## src/rtl/segment_translate_unit_pkg.sv

```systemverilog
// Shared definitions for the segment translation unit.
//   - fault codes reported on rsp_fault
//   - reset-time descriptor permissions (code segment read-only,
//     every other segment writable); base resets to 0 and limit to all-ones
package segment_translate_unit_pkg;

  typedef enum logic [1:0] {
    FAULT_NONE   = 2'd0,
    FAULT_LIMIT  = 2'd1,
    FAULT_WPROT  = 2'd2,
    FAULT_BADIDX = 2'd3
  } fault_e;

  localparam logic RST_WRITABLE_CODE = 1'b0;
  localparam logic RST_WRITABLE_DATA = 1'b1;

  // Segment 0 holds code and comes out of reset write-protected.
  function automatic logic rst_writable(input int idx);
    return (idx == 0) ? RST_WRITABLE_CODE : RST_WRITABLE_DATA;
  endfunction

endpackage

```

## src/rtl/segment_translate_unit_if.sv

```systemverilog
// Request/response bus of the segment translation unit.
//   master: issues req_* (valid/ready), consumes rsp_* (valid/ready)
//   slave : the translation unit
interface segment_translate_unit_if #(
  parameter int ADDR_W = 20,
  parameter int OFF_W  = 16,
  parameter int SEG_IW = 2
);

  logic              req_valid;
  logic              req_ready;
  logic [SEG_IW-1:0] req_seg;
  logic [OFF_W-1:0]  req_offset;
  logic              req_write;
  logic              rsp_valid;
  logic              rsp_ready;
  logic [ADDR_W-1:0] rsp_addr;
  logic [1:0]        rsp_fault;

  modport master (
    output req_valid, req_seg, req_offset, req_write, rsp_ready,
    input  req_ready, rsp_valid, rsp_addr, rsp_fault
  );

  modport slave (
    input  req_valid, req_seg, req_offset, req_write, rsp_ready,
    output req_ready, rsp_valid, rsp_addr, rsp_fault
  );

endinterface

```

## src/rtl/segment_translate_unit_addr_calc.sv

```systemverilog
// Combinational segment address calculation.
//   base       : segment base (shifted left by SEG_SHIFT before the add)
//   limit      : inclusive maximum offset
//   offset     : offset within the segment
//   addr       : physical address, wraps silently modulo 2^ADDR_W
//   over_limit : offset exceeds limit
module segment_translate_unit_addr_calc #(
  parameter int ADDR_W    = 20,
  parameter int OFF_W     = 16,
  parameter int SEG_SHIFT = 4
) (
  input  logic [ADDR_W-SEG_SHIFT-1:0] base,
  input  logic [OFF_W-1:0]            limit,
  input  logic [OFF_W-1:0]            offset,
  output logic [ADDR_W-1:0]           addr,
  output logic                        over_limit
);

  localparam int SUM_W = (ADDR_W > OFF_W) ? ADDR_W : OFF_W;

  logic [ADDR_W-1:0] base_sh;
  logic [SUM_W-1:0]  sum;

  assign base_sh    = {base, {SEG_SHIFT{1'b0}}};
  assign sum        = SUM_W'(base_sh) + SUM_W'(offset);
  assign addr       = sum[ADDR_W-1:0];
  assign over_limit = (offset > limit);

endmodule

```

## src/rtl/segment_translate_unit.sv

```systemverilog
// Segment translation unit: NUM_SEGS segment descriptors, an instruction
// pointer, and a one-stage valid/ready pipeline turning (segment, offset)
// requests into physical addresses with fault flags.
//   clk, rst          : clock, synchronous active-high reset
//   cfg_*             : descriptor write port (applied at the edge)
//   bus (slave)       : req_* request handshake, rsp_* response handshake
//   ip_load/ip_inc    : instruction pointer load (wins) / advance by IP_STEP
//   ip, fetch_addr    : current pointer and its address in segment 0
//   ip_fault          : ip beyond the limit of segment 0
module segment_translate_unit
  import segment_translate_unit_pkg::*;
#(
  parameter int ADDR_W    = 20,
  parameter int OFF_W     = 16,
  parameter int SEG_SHIFT = 4,
  parameter int NUM_SEGS  = 4,
  parameter int IP_STEP   = 2,
  localparam int SEG_IW   = (NUM_SEGS > 1) ? $clog2(NUM_SEGS) : 1,
  localparam int BASE_W   = ADDR_W - SEG_SHIFT
) (
  input  logic                  clk,
  input  logic                  rst,
  input  logic                  cfg_we,
  input  logic [SEG_IW-1:0]     cfg_seg,
  input  logic [BASE_W-1:0]     cfg_base,
  input  logic [OFF_W-1:0]      cfg_limit,
  input  logic                  cfg_writable,
  segment_translate_unit_if.slave bus,
  input  logic                  ip_load,
  input  logic [OFF_W-1:0]      ip_load_val,
  input  logic                  ip_inc,
  output logic [OFF_W-1:0]      ip,
  output logic [ADDR_W-1:0]     fetch_addr,
  output logic                  ip_fault
);

  typedef struct packed {
    logic [BASE_W-1:0] base;
    logic [OFF_W-1:0]  limit;
    logic              writable;
  } desc_t;

  desc_t             desc_q [NUM_SEGS];

  logic              req_bad;
  logic [SEG_IW-1:0] req_sel;
  desc_t             req_desc;
  logic [ADDR_W-1:0] req_addr;
  logic              req_over;
  logic [ADDR_W-1:0] req_addr_chk;
  fault_e            req_fault;
  logic              accept;
  logic              cfg_hit;

  logic              vld_p0;
  logic [ADDR_W-1:0] addr_p0;
  fault_e            fault_p0;
  logic [OFF_W-1:0]  ip_q;

  // An out-of-range index is steered to segment 0 so the lookup stays in
  // bounds; its result is discarded by the bad-index fault below.
  assign req_bad  = (32'(bus.req_seg) >= NUM_SEGS);
  assign req_sel  = req_bad ? '0 : bus.req_seg;
  assign req_desc = desc_q[req_sel];

  segment_translate_unit_addr_calc #(
    .ADDR_W    (ADDR_W),
    .OFF_W     (OFF_W),
    .SEG_SHIFT (SEG_SHIFT)
  ) u_req_calc (
    .base       (req_desc.base),
    .limit      (req_desc.limit),
    .offset     (bus.req_offset),
    .addr       (req_addr),
    .over_limit (req_over)
  );

  always_comb begin
    req_fault    = FAULT_NONE;
    req_addr_chk = req_addr;
    if (req_bad) begin
      req_fault    = FAULT_BADIDX;
      req_addr_chk = '0;
    end else if (req_over) begin
      req_fault = FAULT_LIMIT;
    end else if (bus.req_write && !req_desc.writable) begin
      req_fault = FAULT_WPROT;
    end
  end

  assign bus.req_ready = !vld_p0 || bus.rsp_ready;
  assign accept        = bus.req_valid && bus.req_ready;

  // ---- stage p0: registered response ----
  always_ff @(posedge clk) begin
    if (rst) begin
      vld_p0   <= 1'b0;
      addr_p0  <= '0;
      fault_p0 <= FAULT_NONE;
    end else if (accept) begin
      vld_p0   <= 1'b1;
      addr_p0  <= req_addr_chk;
      fault_p0 <= req_fault;
    end else if (bus.rsp_ready) begin
      vld_p0   <= 1'b0;
    end
  end

  assign bus.rsp_valid = vld_p0;
  assign bus.rsp_addr  = addr_p0;
  assign bus.rsp_fault = fault_p0;

  // Descriptor writes land at the edge, so a same-cycle request to the same
  // segment has already sampled the old values.
  assign cfg_hit = cfg_we && (32'(cfg_seg) < NUM_SEGS);

  always_ff @(posedge clk) begin
    if (rst) begin
      for (int i = 0; i < NUM_SEGS; i++) begin
        desc_q[i].base     <= '0;
        desc_q[i].limit    <= '1;
        desc_q[i].writable <= rst_writable(i);
      end
    end else if (cfg_hit) begin
      desc_q[cfg_seg] <= '{base: cfg_base, limit: cfg_limit, writable: cfg_writable};
    end
  end

  always_ff @(posedge clk) begin
    if (rst) begin
      ip_q <= '0;
    end else if (ip_load) begin
      ip_q <= ip_load_val;
    end else if (ip_inc) begin
      ip_q <= ip_q + OFF_W'(IP_STEP);
    end
  end

  assign ip = ip_q;

  segment_translate_unit_addr_calc #(
    .ADDR_W    (ADDR_W),
    .OFF_W     (OFF_W),
    .SEG_SHIFT (SEG_SHIFT)
  ) u_fetch_calc (
    .base       (desc_q[0].base),
    .limit      (desc_q[0].limit),
    .offset     (ip_q),
    .addr       (fetch_addr),
    .over_limit (ip_fault)
  );

endmodule
```

## src/flat_wrapper.sv

```systemverilog
// flat-port wrapper written by rule: the top's interface ports become plain ports
module segment_translate_unit_flat import segment_translate_unit_pkg::*;
#(
  parameter int ADDR_W    = 20,
  parameter int OFF_W     = 16,
  parameter int SEG_SHIFT = 4,
  parameter int NUM_SEGS  = 4,
  parameter int IP_STEP   = 2,
  localparam int SEG_IW   = (NUM_SEGS > 1) ? $clog2(NUM_SEGS) : 1,
  localparam int BASE_W   = ADDR_W - SEG_SHIFT
)
  (clk, rst, cfg_we, cfg_seg, cfg_base, cfg_limit, cfg_writable, ip_load, ip_load_val, ip_inc, ip, fetch_addr, ip_fault, bus_req_valid, bus_req_seg, bus_req_offset, bus_req_write, bus_rsp_ready, bus_req_ready, bus_rsp_valid, bus_rsp_addr, bus_rsp_fault);
  segment_translate_unit_if #(.ADDR_W(ADDR_W), .OFF_W(OFF_W)) bus_i ();
  input  logic clk;
  input  logic rst;
  input  logic cfg_we;
  input  logic [SEG_IW-1:0] cfg_seg;
  input  logic [BASE_W-1:0] cfg_base;
  input  logic [OFF_W-1:0] cfg_limit;
  input  logic cfg_writable;
  input  logic ip_load;
  input  logic [OFF_W-1:0] ip_load_val;
  input  logic ip_inc;
  output logic [OFF_W-1:0] ip;
  output logic [ADDR_W-1:0] fetch_addr;
  output logic ip_fault;
  input wire logic [$bits(bus_i.req_valid)-1:0] bus_req_valid;
  input wire logic [$bits(bus_i.req_seg)-1:0] bus_req_seg;
  input wire logic [$bits(bus_i.req_offset)-1:0] bus_req_offset;
  input wire logic [$bits(bus_i.req_write)-1:0] bus_req_write;
  input wire logic [$bits(bus_i.rsp_ready)-1:0] bus_rsp_ready;
  output wire logic [$bits(bus_i.req_ready)-1:0] bus_req_ready;
  output wire logic [$bits(bus_i.rsp_valid)-1:0] bus_rsp_valid;
  output wire logic [$bits(bus_i.rsp_addr)-1:0] bus_rsp_addr;
  output wire logic [$bits(bus_i.rsp_fault)-1:0] bus_rsp_fault;
  assign bus_i.req_valid = bus_req_valid;
  assign bus_i.req_seg = bus_req_seg;
  assign bus_i.req_offset = bus_req_offset;
  assign bus_i.req_write = bus_req_write;
  assign bus_i.rsp_ready = bus_rsp_ready;
  assign bus_req_ready = bus_i.req_ready;
  assign bus_rsp_valid = bus_i.rsp_valid;
  assign bus_rsp_addr = bus_i.rsp_addr;
  assign bus_rsp_fault = bus_i.rsp_fault;
  segment_translate_unit #(.ADDR_W(ADDR_W), .OFF_W(OFF_W), .SEG_SHIFT(SEG_SHIFT), .NUM_SEGS(NUM_SEGS), .IP_STEP(IP_STEP)) u_core (.clk(clk), .rst(rst), .cfg_we(cfg_we), .cfg_seg(cfg_seg), .cfg_base(cfg_base), .cfg_limit(cfg_limit), .cfg_writable(cfg_writable), .bus(bus_i), .ip_load(ip_load), .ip_load_val(ip_load_val), .ip_inc(ip_inc), .ip(ip), .fetch_addr(fetch_addr), .ip_fault(ip_fault));
endmodule
```

## config.mk

```make
export PLATFORM = sky130hd
export DESIGN_NAME = segment_translate_unit_flat
export DESIGN_NICKNAME = d
export VERILOG_FILES = /design/src/rtl/segment_translate_unit_pkg.sv /design/src/rtl/segment_translate_unit_if.sv /design/src/rtl/segment_translate_unit_addr_calc.sv /design/src/rtl/segment_translate_unit.sv /design/src/flat_wrapper.sv
export SDC_FILE = /design/constraint.sdc
export NUM_CORES = 1
export LEC_CHECK = 0
export ABC_CLOCK_PERIOD_IN_PS = 5850
export CORE_MARGIN = 10
export CORE_UTILIZATION = 30
export CTS_CLUSTER_DIAMETER = 40
export DETAILED_ROUTE_END_ITERATION = 8
export PLACE_DENSITY = 0.58
export SYNTH_ARGS = -nofsm -noshare
export SYNTH_HDL_FRONTEND = slang
export SYNTH_HIERARCHICAL = 1
export SYNTH_SLANG_ARGS = --single-unit
export TNS_END_PERCENT = 30
```

## constraint.sdc

```tcl
create_clock -name clk -period 5.85 [get_ports clk]
set_input_delay 0.8775 -clock clk [delete_from_list [all_inputs] [get_ports clk]]
set_output_delay 0.8775 -clock clk [all_outputs]
set_load 0.01 [all_outputs]
```

==> results.sh, run 1 <==
export IMPL_outcome="complete, no violations"
export IMPL_reg2reg_to="u_core/bus.rsp_addr[14]"
export IMPL_post_cts_setup_buffers=0
export IMPL_fin_crit_sh_pct=71.89
export IMPL_core_sq_um=30830
export IMPL_top_usage_layer="met2"
export IMPL_yosys_area_top_type="edfxtp_1"
export IMPL_skew_ps=11.55
export IMPL_final_min_clock_period_ps=4206
export IMPL_dieArea_sq_um=38990
export IMPL_via_count=6701
export IMPL_crit_chain="ha_1 > fa_1 > a21o_1 > a31o_1 > or3_4 > a41oi_2 > xnor2_1 > clkdlybuf4s50_1"
export IMPL_syn_inst=816
export IMPL_h_tree_depth=4
export IMPL_grt_pass1_vias=6766
export IMPL_grt_start_max_net_pins=45
export IMPL_drive_gt1_share_pct=9.694
export IMPL_die_x_microns=197.5
export IMPL_cp_top_family="adder cells"
export IMPL_via_per_inst=4.967
export IMPL_fin_setup_tns_ps=0
export IMPL_timing_rr_start="u_core/desc_q[0][17]"
export IMPL_critPathLaunchType="flip-flop"
export IMPL_wire_per_inst_microns=20.63
export IMPL_dp_slack_ps=1565
export IMPL_die_h_microns=197.5
export IMPL_clockPowerShare_pct=35.4
export IMPL_finalWeightedCongestion=0.8211
export IMPL_area_growth_pct=24.71
export IMPL_grt_antenna_before_repair=5
export IMPL_drt_iter0_markers=448
export IMPL_syn_area_sq_um=9448
export IMPL_numClockSinks=171
export IMPL_synth_edf_count=132
export IMPL_end_kind="primary output"
export IMPL_postCtsResizedCells=0
export IMPL_final_nets=1072
export IMPL_hold_depth=2
export IMPL_numPortBuffers=137
export IMPL_cp_data_required_time_ps=4970
export IMPL_finalWirelength_microns=27830
export IMPL_clkLatencyLatePin_ps=430
export IMPL_layout_commonest_cell="clkdlybuf4s50_1"
export IMPL_dpl_cell_count=1313
export IMPL_num_rows=64
export IMPL_mappedNetlistNets=952
export IMPL_grt_use_met3_pct=3.492
export IMPL_hold_viol_final=0
export IMPL_critPathMaxStageDelay_ps=560
export IMPL_synth_top_area_share_pct=41.95
export IMPL_drv_slew=0
export IMPL_synthTopCellsByArea="edfxtp_1, dfxtp_1, mux4_2"
export IMPL_synth_seq_cells=171
export IMPL_reg2reg_slack_ps=2920
export IMPL_slew_headroom_pct=35.09
export IMPL_path_max_fanout=6
export IMPL_yosysWarnings=6
export IMPL_drv_cap=0
export IMPL_total_leakage_power_nw=4.410
export IMPL_syn_avg_cell_area_sq_um=11.58
export IMPL_crit_arrival_ps=3330
export IMPL_swShare_pct=29.61
export IMPL_route_detailed_drc=0
export IMPL_grt_remaining_overflow=0
export IMPL_post_dp_hpwl_microns=20250
export IMPL_fin_hold_ws_ps=457.5
export IMPL_initial_core_util_pct=30.65
export IMPL_rsz0062_at_grt="false"
export IMPL_fin_cells=1349
export IMPL_switchingPower_uw=971.6
export IMPL_grt_pass1_wl_microns=42210
export IMPL_r2r_cells=10
export IMPL_ios=138
export IMPL_min_from="u_core/bus.rsp_addr[9]"
export IMPL_met1_usage_pct=19.32
export IMPL_finalSetupViolCount=0
export IMPL_layout_common_cells="clkdlybuf4s50_1, edfxtp_1, nand2_1"
export IMPL_seq_power_share_pct=44.3
export IMPL_ir_drop_v=0.0001956
export IMPL_cp_buffers_inverters=1
export IMPL_fmax_mhz=237.8
export IMPL_clk_pin_slew_ps=80
export IMPL_cts_hold_buf=0
export IMPL_ys_types=52
export IMPL_nFillCells=3018
export IMPL_p_int_mw=2.309
export IMPL_p_comb_share_pct=20.3
export IMPL_min_to="u_core/bus.rsp_addr[9]"
export IMPL_cp_slowest_cell="clkdlybuf4s50_1"
export IMPL_drt_pass1_iterations=5
export IMPL_drtAntennaViolNets=0
export IMPL_async_flop_share_pct=0
export IMPL_grt_util_met2_pct=21.67
export IMPL_hp_class="reg -> reg"
export IMPL_synth_seq_area_share_pct=50.22
export IMPL_synthFlopType="edfxtp_1"
export IMPL_p_per_area_nw_per_um2=278.5
export IMPL_worst_pin_slew_ps=973.7
export IMPL_cts_root_buf="clkbuf_16"
export IMPL_crit_type="reg -> out"
export IMPL_clockBufferDepth=2
export IMPL_numCtsBuffers=17
export IMPL_cts_tree="done"
export IMPL_worst_slack_ps=1644
export IMPL_grtUsageTotal_pct=14.28
cells by family after synthesis:
family | count (synthesis) | share of synthesized area, %
simple gates | 276 | 16.20
fa+ha+maj | 59 | 7.972
buf+inv | 90 | 4.066
mux | 38 | 8.396
flops | 171 | 50.22
xor+xnor | 38 | 3.523
compound gates | 144 | 9.628
sequential cells by signal, indices dropped and copies added, names as in the netlist:
signal	cells
u_core/bus.rsp_valid	1
u_core/ip	16
u_core/bus.rsp_addr	20
u_core/desc_q	132
u_core/bus.rsp_fault	2
area by class of cell:
class                           instances  area (sq um)  area share (%)
Antenna cell                            4         10.01         0.08495
Clock buffer                           17         425.4           3.610
Clock inverter                         15         188.9           1.603
Inverter                               46         172.7           1.465
Multi-Input combinational cell        555          4324           36.70
Sequential cell                       171          4745           40.27
Tap cell                              396         495.5           4.205
Timing Repair Buffer                  145          1421           12.06
worst reg2reg max path, stage by stage, from the launching register on:
cell and delay [ps]:
edfxtp_1 390, mux4_2 490, ha_1 240, fa_1 410, a21o_1 220, a31o_1 250, or3_4 340, a41oi_2 190
xnor2_1 140, nand2_1 60, a21oi_1 130
synth_stat cells, types with 3 or more instances:
master	n
a211oi_1	4
a21o_1	11
a21oi_1	68
and2_1	68
and4_1	4
buf_2	4
buf_4	9
clkbuf_1	28
dfxtp_1	39
edfxtp_1	132
ha_1	57
inv_1	46
mux2i_1	5
mux4_2	33
nand2_1	74
nand2b_1	51
nand3_1	11
nand4_1	7
nor2_1	14
nor2b_1	3
nor3_1	4
nor4_1	4
o211ai_1	10
o21a_1	12
o21ai_0	16
or2_2	6
or3_1	19
or4_1	3
xnor2_1	25
xor2_1	13
worst max-delay path by stage:
stage / cells after the start / start / endpoint / slack, ps
after global placement: 12 / bus_req_seg[1] / u_core/bus.rsp_addr[14] / 1600
final: 8 / u_core/ip[4] / fetch_addr[14] / 1640
after floorplan: 12 / bus_req_seg[0] / u_core/bus.rsp_addr[14] / 1950
after CTS: 8 / u_core/ip[4] / fetch_addr[14] / 1630
after detailed placement: 12 / bus_req_seg[1] / u_core/bus.rsp_addr[14] / 1570
after global routing: 8 / u_core/ip[4] / fetch_addr[14] / 1530
stage by stage:
| step | power, mW | instance area, sq um | util, % |
|---|---|---|---|
| 3_3_place_gp | 2.141 | 11160 | 36.19 |
| 3_5_place_dp | 2.151 | 11160 | 36.19 |
| 5_1_grt | 3.435 | 11780 | 38.19 |
| 6_report | 3.281 | 11780 | 38.22 |
| 4_1_cts | 3.309 | 11770 | 38.19 |
| 2_1_floorplan | 1.851 | 9448 | - |
per-layer routing:
layer | part of all wire (%) | vias up
li1 | - | 3203
met3 | 5.8 | 27
met2 | 45 | 184
met4 | 2.1 | 4
met5 | 0.097 | -
met1 | 47 | 3283
power by group through the flow:
stage          sequential [mW]  combinational [mW]  clock, mW
3_3_place_gp              1.48               0.660          0
4_1_cts                   1.46               0.670       1.18
5_1_grt                   1.47               0.731       1.24
3_5_place_dp              1.48               0.666          0
6_report                  1.45               0.665       1.16
2_1_floorplan             1.47               0.383          0
Power figures use the tool's default switching activity.
==> run 2, diff against run 1 <==
Settings changed: ABC_CLOCK_PERIOD_IN_PS 5850 to 4100.
Clock period 5.85 ns to 4.1 ns, I/O delays scaled along.
==> results.sh, run 2 (same netlist as run 1, synthesis figures left out) <==
export IMPL_rsz0062_at_grt="false"
export IMPL_ios=138
export IMPL_outcome="complete, no violations"
export IMPL_final_min_clock_period_ps=3975
export IMPL_drv_slew=0
export IMPL_crit_chain="ha_1 > a211oi_1 > o211ai_1 > and4_1 > o2111ai_1 > xnor2_1 > clkdlybuf4s50_1"
export IMPL_fin_cells=1358
export IMPL_cts_hold_buf=0
export IMPL_critPathLaunchType="flip-flop"
export IMPL_cp_top_family="compound AO/OA/AOI/OAI gates"
export IMPL_cts_tree="done"
export IMPL_worst_pin_slew_ps=913.6
export IMPL_end_kind="primary output"
export IMPL_clockBufferDepth=2
export IMPL_die_h_microns=197.5
export IMPL_drtAntennaViolNets=0
export IMPL_cp_buffers_inverters=1
export IMPL_path_max_fanout=6
export IMPL_fin_crit_sh_pct=96.96
export IMPL_drt_pass1_iterations=5
export IMPL_cp_slowest_cell="dfxtp_1"
export IMPL_cp_data_required_time_ps=3480
export IMPL_dpl_cell_count=1326
export IMPL_via_per_inst=4.937
export IMPL_core_sq_um=30830
export IMPL_initial_core_util_pct=30.65
export IMPL_finalWeightedCongestion=0.8403
export IMPL_antennaDiodeCount=0
export IMPL_critPathMaxStageDelay_ps=570
export IMPL_total_leakage_power_nw=4.503
export IMPL_num_rows=64
export IMPL_numClockSinks=171
export IMPL_area_growth_pct=26.43
export IMPL_finalWirelength_microns=28330
export IMPL_numCtsBuffers=17
export IMPL_cts_root_buf="clkbuf_16"
export IMPL_clk_pin_slew_ps=80
export IMPL_post_dp_hpwl_microns=21250
export IMPL_grt_pass1_wl_microns=42550
export IMPL_via_count=6705
export IMPL_wire_per_inst_microns=20.86
export IMPL_h_tree_depth=4
export IMPL_skew_ps=12.53
export IMPL_p_per_area_nw_per_um2=393.3
export IMPL_grtUsageTotal_pct=14.45
export IMPL_grt_pass1_vias=6744
export IMPL_post_cts_setup_buffers=0
export IMPL_fin_setup_tns_ps=0
export IMPL_crit_type="reg -> out"
export IMPL_slew_headroom_pct=38.90
export IMPL_grt_antenna_before_repair=1
export IMPL_drv_cap=0
export IMPL_hp_class="reg -> reg"
export IMPL_postCtsResizedCells=0
export IMPL_final_nets=1085
export IMPL_clkLatencyLatePin_ps=440
export IMPL_grt_start_max_net_pins=43
export IMPL_drive_gt1_share_pct=10.91
export IMPL_largest_register_ffs=132
export IMPL_route_detailed_drc=0
export IMPL_nFillCells=2925
export IMPL_fmax_mhz=251.6
export IMPL_crit_arrival_ps=3360
export IMPL_hold_viol_final=0
export IMPL_p_total_mw=4.698
export IMPL_dieArea_sq_um=38990
export IMPL_layout_common_cells="clkdlybuf4s50_1, edfxtp_1, nand2_1"
export IMPL_layout_commonest_cell="clkdlybuf4s50_1"
export IMPL_ir_drop_v=0.0002990
export IMPL_postPlaceCellArea_sq_um=11330
export IMPL_numPortBuffers=137
export IMPL_drt_iter0_markers=565
export IMPL_die_x_microns=197.5
export IMPL_fin_area_sq_um=11950
export IMPL_largest_register="u_core/desc_q"
export IMPL_grt_remaining_overflow=0
export IMPL_finalSetupViolCount=0
==> run 2: changes by cell type in the layout (fill, tap and decap cells not counted) <==
cell	delta
inv_6	-2
clkinv_8	-1
inv_8	+3
buf_4	+7
diode_2	-4
buf_12	+6
==> run 2: worst register-to-register path: cells and delay by family, from the launching register on <==
kind	cells	cell delay, ps
AO/OA/AOI/OAI	5	920
AND/OR/NAND/NOR	2	600
multiplexers	1	520
flip-flops	1	450
adder cells (fa/ha/maj)	1	260
buffers and inverters	1	90
==> run 2: metrics by stage <==
| step | hold slack, ps | utilization [%] | setup slack (ps) |
|---|---|---|---|
| 2_1_floorplan | 480.5 | - | 462.0 |
| 3_3_place_gp | 444.1 | 36.75 | 291.7 |
| 3_5_place_dp | 447.1 | 36.75 | 278.4 |
| 4_1_cts | 457.1 | 38.75 | 129.4 |
| 5_1_grt | 471.7 | 38.75 | 25.98 |
| 6_report | 454.6 | 38.75 | 124.7 |
==> run 2: final timing paths <==
path | depth (start not counted) | start | to | slack, ps
worst min-delay path | 2 | u_core/bus.rsp_addr[3] | u_core/bus.rsp_addr[3] | 450
worst max-delay path | 7 | u_core/ip[5] | fetch_addr[19] | 120
worst max register to register | 10 | u_core/desc_q[0][11] | u_core/bus.rsp_fault[1] | 1200
worst min register to register | 2 | u_core/bus.rsp_addr[3] | u_core/bus.rsp_addr[3] | 450
==> run 2: layer usage <==
| layer | vias to the layer above | GRT usage, % | share of wire, % |
|---|---|---|---|
| li1 | 3233 | - | - |
| met1 | 3269 | 20.07 | 47 |
| met2 | 184 | 22.73 | 46 |
| met3 | 17 | 2.811 | 6.0 |
| met4 | 2 | 3.332 | 0.82 |
| met5 | - | 0 | 0.046 |
==> run 2: power by group <==
part	internal [mW]	switching [mW]
Sequential	1.99	0.0787
Combinational	0.482	0.491
Clock	0.836	0.816
==> run 2: layout make-up <==
class / instances / area [sq um] / share of cell area [%]
Sequential cell: 171 / 4745 / 39.72
Tap cell: 396 / 495.5 / 4.148
Timing Repair Buffer: 158 / 1594 / 13.34
Clock buffer: 17 / 425.4 / 3.561
Inverter: 46 / 172.7 / 1.445
Clock inverter: 15 / 188.9 / 1.582
Multi-Input combinational cell: 555 / 4324 / 36.20
==> run 3, diff against run 2 <==
Settings changed: HOLD_SLACK_MARGIN from default to 0.15.
==> results of run 3 <==
Final layout, timing and power as in run 2 (identical DEF).
